[config.mk]
export PLATFORM = sky130hd
export DESIGN_NAME = fifo_mavg_reader
export DESIGN_NICKNAME = d
export VERILOG_FILES = /design/src/rtl/fifo_mavg_reader.sv
export SDC_FILE = /design/constraint.sdc
export NUM_CORES = 1
export LEC_CHECK = 0
export CAP_MARGIN = 20
export CORE_ASPECT_RATIO = 0.5
export CORE_MARGIN = 10
export CORE_UTILIZATION = 45
export DETAILED_ROUTE_END_ITERATION = 8
export HOLD_SLACK_MARGIN = 0.08
export PLACE_DENSITY = 0.64
export SYNTH_ARGS = -nofsm -noshare
export SYNTH_HDL_FRONTEND = slang
export SYNTH_SLANG_ARGS = --single-unit
[constraint.sdc]
create_clock -name r_clk -period 5.68 [get_ports r_clk]
set_input_delay 1.42 -clock r_clk [delete_from_list [all_inputs] [get_ports r_clk]]
set_output_delay 1.42 -clock r_clk [all_outputs]
set_load 0.02 [all_outputs]
[src/rtl/fifo_mavg_reader.sv]
// Moving-average consumer on the read side of an async FIFO: pops show-ahead samples,
// keeps a 2^WIN_LOG2 sliding window with a running sum, and emits the average over
// valid/ready. Define MAVG_ROUND_EN for round-half-up averaging instead of truncation.
module fifo_mavg_reader #(
   parameter int D_WIDTH  = 8,
   parameter int WIN_LOG2 = 2
) (
   input  logic               r_clk,
   input  logic               r_rstn,
   input  logic               clr,
   input  logic               empty,
   input  logic [D_WIDTH-1:0] r_data,
   output logic               r_inc,
   output logic [D_WIDTH-1:0] out_data,
   output logic               out_valid,
   input  logic               out_ready,
   output logic               win_full
);

   localparam int N       = 1 << WIN_LOG2;
   localparam int S_WIDTH = D_WIDTH + WIN_LOG2;

`ifdef MAVG_ROUND_EN
   localparam logic [S_WIDTH-1:0] RND = S_WIDTH'(N / 2);
`else
   localparam logic [S_WIDTH-1:0] RND = '0;
`endif

   typedef enum logic {FILL, RUN} state_t;

   state_t              state_q, state_d;
   logic [WIN_LOG2-1:0] cnt_q, cnt_d;
   logic [WIN_LOG2-1:0] idx_q, idx_d;
   logic [D_WIDTH-1:0]  win_q [N];
   logic [D_WIDTH-1:0]  win_d [N];
   logic [S_WIDTH-1:0]  sum_q, sum_d, sum_nxt;
   logic [D_WIDTH-1:0]  out_data_q, out_data_d;
   logic                out_valid_q, out_valid_d;
   logic                can_take, pop, produce;

   // Gating with r_rstn keeps the FIFO from losing a sample while we are held in reset.
   assign can_take = !out_valid_q || out_ready;
   assign pop      = r_rstn && !empty && can_take && !clr;
   assign r_inc    = pop;

   // The oldest sample is always part of the sum, so the subtraction never underflows.
   assign sum_nxt  = sum_q + S_WIDTH'(r_data) - S_WIDTH'(win_q[idx_q]);
   assign produce  = pop && (state_q == RUN || cnt_q == WIN_LOG2'(N - 1));

   // NOTE: every always_comb output gets a default first so no latch is inferred.
   always_comb begin
      state_d     = state_q;
      cnt_d       = cnt_q;
      idx_d       = idx_q;
      win_d       = win_q;
      sum_d       = sum_q;
      out_data_d  = out_data_q;
      out_valid_d = out_valid_q;

      if (clr) begin
         state_d     = FILL;
         cnt_d       = '0;
         idx_d       = '0;
         sum_d       = '0;
         out_data_d  = '0;
         out_valid_d = 1'b0;
         for (int i = 0; i < N; i++) win_d[i] = '0;
      end else begin
         if (pop) begin
            win_d[idx_q] = r_data;
            idx_d        = idx_q + 1'b1;
            sum_d        = sum_nxt;
            if (state_q == FILL) begin
               cnt_d = cnt_q + 1'b1;
               if (cnt_q == WIN_LOG2'(N - 1)) state_d = RUN;
            end
         end
         if (produce) begin
            out_valid_d = 1'b1;
            out_data_d  = D_WIDTH'((sum_nxt + RND) >> WIN_LOG2);
         end else if (out_ready) begin
            out_valid_d = 1'b0;
         end
      end
   end

   // NOTE: the window buffer is reset because FILL relies on evicting zeros from it.
   always_ff @(posedge r_clk or negedge r_rstn) begin
      if (!r_rstn) begin
         state_q     <= FILL;
         cnt_q       <= '0;
         idx_q       <= '0;
         sum_q       <= '0;
         out_data_q  <= '0;
         out_valid_q <= 1'b0;
         for (int i = 0; i < N; i++) win_q[i] <= '0;
      end else begin
         // NOTE: sequential state uses non-blocking assignments only.
         state_q     <= state_d;
         cnt_q       <= cnt_d;
         idx_q       <= idx_d;
         sum_q       <= sum_d;
         out_data_q  <= out_data_d;
         out_valid_q <= out_valid_d;
         for (int i = 0; i < N; i++) win_q[i] <= win_d[i];
      end
   end

   assign out_data  = out_data_q;
   assign out_valid = out_valid_q;
   assign win_full  = (state_q == RUN);

endmodule

==> results.yml <==
status:
  status: "completed"
sta:
  setup_ws_ns: 1.21
  finalClockSkew_ns: 0.00565
  hold_slack_ns: 0.516
  tightest_slew_ns: 0.732
  fmax_mhz: 224
  rsz0062_at_grt: "no"
  timing.final.crit_share_pct: 78.7
  final-setup-viol-count: 0
  hold_viol_final: 0
  slew_violations: 0
  slew_headroom_pct: 51.2
  period_needed_ns: 4.47
  tns_ns: 0
worst_setup_path:
  critPathBufInv: 3
  crit_path_max_incr_delay_ns: 0.56
  path_max_fanout: 5
  critPathLaunch: "r_data[1]"
  worst-path-stages: 10
  worstPathCellList: "clkdlybuf4s50_1 > inv_1 > fa_1 > inv_1 > fa_1 > a211o_2 > a2111oi_0 > o21ba_2 > nor4_1 > a311o_1"
  crit_family: "compound AO/OA/AOI/OAI gates"
  endpoint_kind: "register"
  cp.arrival_ns: 4.66
  crit_path_top_delay_cell: "clkdlybuf4s50_1"
  r2r_setup_slack_ns: 1.63
  crit_path_end: "out_data[6]$_DFFE_PN0P_"
  worst_ep_required_time_ns: 5.87
  reg2reg_to: "out_data[6]$_DFFE_PN0P_"
  rr_worst_depth: 9
  startpoint_type: "input port"
  critPathKind: "in2reg"
  r2r-start: "idx_q[0]$_DFFE_PN0P_"
min_path:
  hold_class: "reg2reg"
pwr:
  combPwrFrac_pct: 28.2
  vdd.ir_drop.worst_mv: 0.131
  p_seq_share_pct: 41.2
  power.leakage_nw: 1.59
  p_per_area_nw_per_um2: 284
  switching_share_pct: 33.1
  power_switching_uw: 344
  clkPwrFrac_pct: 30.7
  p_int_uw: 695
global_routing:
  grt_max_degree: 57
  grt_use_total_pct: 14.7
  grt_pass1_wl_um: 13400
  antenna_found_initial: 0
  grt_remaining_overflow: 0
  grt_pass1_vias: 2581
route:
  drtPass1Iterations: 5
  drt-total-wl_um: 7780
  final_antenna_net_count: 0
  drc_errors: 0
  drtIter0Drc: 245
  vias: 2608
  vias_per_cell: 5.73
  detail_route.wl_per_cell_um: 17.1
placement:
  dp_hpwl_um: 5350
  pre_cts_slack_ns: 0.963
  place_congestion: 0.756
  dp.cells: 447
  port_buffers: 23
logic_synthesis:
  yosysWarnings: 0
  synth_edf_count: 0
  synthArstFlopShare_pct: 100
  ys_seq_elements: 56
  syn_inst: 349
  synth_top_area_share_pct: 43.2
  synthTopCellsByArea: "dfrtp_1, a21oi_1, nand2_1"
  synth_top_area_cell: "dfrtp_1"
  syn-cell-area_um2: 3240
  synth_top_flop_cell: "dfrtp_1"
  yosysUniqueCellTypes: 44
  syn_avg_cell_area_um2: 9.29
  yosysSeqAreaShare_pct: 43.2
  synth_fp_nets: 385
die:
  die_w_um: 140
  core_area_um2: 6830
  rows: 21
  dieArea_um2: 11200
  start_util_pct: 47.5
  die_h_um: 80.0
  io_pins: 24
finish:
  final_util_pct: 53.6
  antennaDiodeCount: 0
  drive_above_1_share_pct: 7.71
  fillers: 616
  fin_cells: 455
  synthToLayoutAreaGrowth_pct: 13.0
  nets: 398
clock_network:
  post_cts_buffers: 0
  h-tree-depth: 2
  root_buffer: "clkbuf_16"
  clock_sink_count: 56
  cts_hold_repair.buffers: 0
  clock_path_buffers: 2
  cts_tree: "yes"
  cts_buffers: 5
  clock_latency_ns: 0.30
  cts_resized: 0
  clk_pin_slew_ns: 0.07
flow_run:
  cap_violations: 0
==> through the flow <==
| stage | total power, mW | area [µm²] |
|---|---|---|
| 5_1_grt | 1.10 | 3660 |
| 4_1_cts | 1.04 | 3660 |
| 3_3_place_gp | 0.717 | 3520 |
| 2_1_floorplan | 0.644 | 3240 |
| 3_5_place_dp | 0.726 | 3520 |
| 6_report | 1.04 | 3660 |
==> registers in the layout, indices dropped and copies added, names as in the netlist <==
name,flops
win_q,32
sum_q,10
out_data,8
cnt_q,2
idx_q,2
out_valid,1
win_full,1
==> power groups by stage <==
stage / Clock, mW / Sequential (mW) / Combinational, mW
detailed placement: 0 / 0.436 / 0.290
CTS: 0.323 / 0.428 / 0.294
finish: 0.318 / 0.428 / 0.293
floorplan: 0 / 0.429 / 0.215
global route: 0.337 / 0.431 / 0.330
global placement: 0 / 0.435 / 0.283
==> kinds of logic (layout without fill, tap and decap cells) <==
group	Yosys count	count (layout)	synth area share, %
multiplexers	9	9	5.90
AO/OA/AOI/OAI	82	82	15.8
AND/OR/NAND/NOR	117	117	16.0
flip-flops	56	56	43.2
adder cells (fa/ha/maj)	23	23	10.7
XOR/XNOR	6	6	1.62
buffers and inverters	56	70	6.71
==> cell type report <==
type | count | area [µm²] | area share (%)
Inverter | 36 | 135 | 3.69
Sequential cell | 56 | 1400 | 38.3
Clock buffer | 6 | 129 | 3.52
Tap cell | 92 | 115 | 3.14
Clock inverter | 2 | 16.3 | 0.444
Timing Repair Buffer | 26 | 243 | 6.63
Multi-Input combinational cell | 237 | 1620 | 44.3
==> worst min path at each step <==
stage,cells after the start,startpoint,endpoint,slack (ns)
floorplan,2,sum_q[5]$_DFFE_PN0P_,sum_q[5]$_DFFE_PN0P_,0.47
global placement,2,sum_q[6]$_DFFE_PN0P_,sum_q[6]$_DFFE_PN0P_,0.49
detailed placement,2,sum_q[5]$_DFFE_PN0P_,sum_q[5]$_DFFE_PN0P_,0.50
global route,2,sum_q[5]$_DFFE_PN0P_,sum_q[5]$_DFFE_PN0P_,0.54
finish,2,sum_q[5]$_DFFE_PN0P_,sum_q[5]$_DFFE_PN0P_,0.52
CTS,2,sum_q[5]$_DFFE_PN0P_,sum_q[5]$_DFFE_PN0P_,0.52
==> Yosys cell counts (all sizes together) (2+ instances only) <==
library cell / number
nand2: 59
dfrtp: 56
a21oi: 48
inv: 35
nand3: 34
clkbuf: 18
ha: 15
nor2: 10
fa: 8
mux4: 8
a211oi: 6
o21ai: 6
a211o: 4
a21o: 4
nor2b: 3
o21a: 3
xnor2: 3
xor2: 3
a2111oi: 2
and3: 2
buf: 2
o22ai: 2
==> worst reg2reg max path: cells and delay by family, from the launching register on <==
| family | cells | cell delay, ns |
|---|---|---|
| adder cells (fa/ha/maj) | 2 | 0.99 |
| flip-flops | 1 | 0.79 |
| AND/OR/NAND/NOR | 1 | 0.06 |
| AO/OA/AOI/OAI | 4 | 1.40 |
| multiplexers | 1 | 0.63 |
| buffers and inverters | 1 | 0.08 |
==> layer usage <==
layer | global-route usage [%] | up-vias | wire, µm
li1 | - | 1221 | -
met1 | 19.4 | 1299 | 3580
met2 | 23.3 | 80 | 3640
met3 | 3.74 | 8 | 472
met4 | 4.20 | 0 | 85
met5 | 0 | - | 0
==> cells in the final DEF (no fill, tap or decap), types with 2 or more instances in the layout <==
master and count:
nand2_1 59, dfrtp_1 56, a21oi_1 48, inv_1 35
nand3_1 34, clkdlybuf4s50_1 21, ha_1 15, nor2_1 10
mux4_2 8, fa_1 8, o21ai_0 6, a211oi_1 6
clkbuf_16 5, nor2b_1 3, xnor2_1 3, a211o_1 3
xor2_1 3, buf_4 3, and3_1 2, o21a_1 2
a21o_1 2, a21o_2 2, o22ai_1 2, buf_2 2
Power figures use the tool's default switching activity.
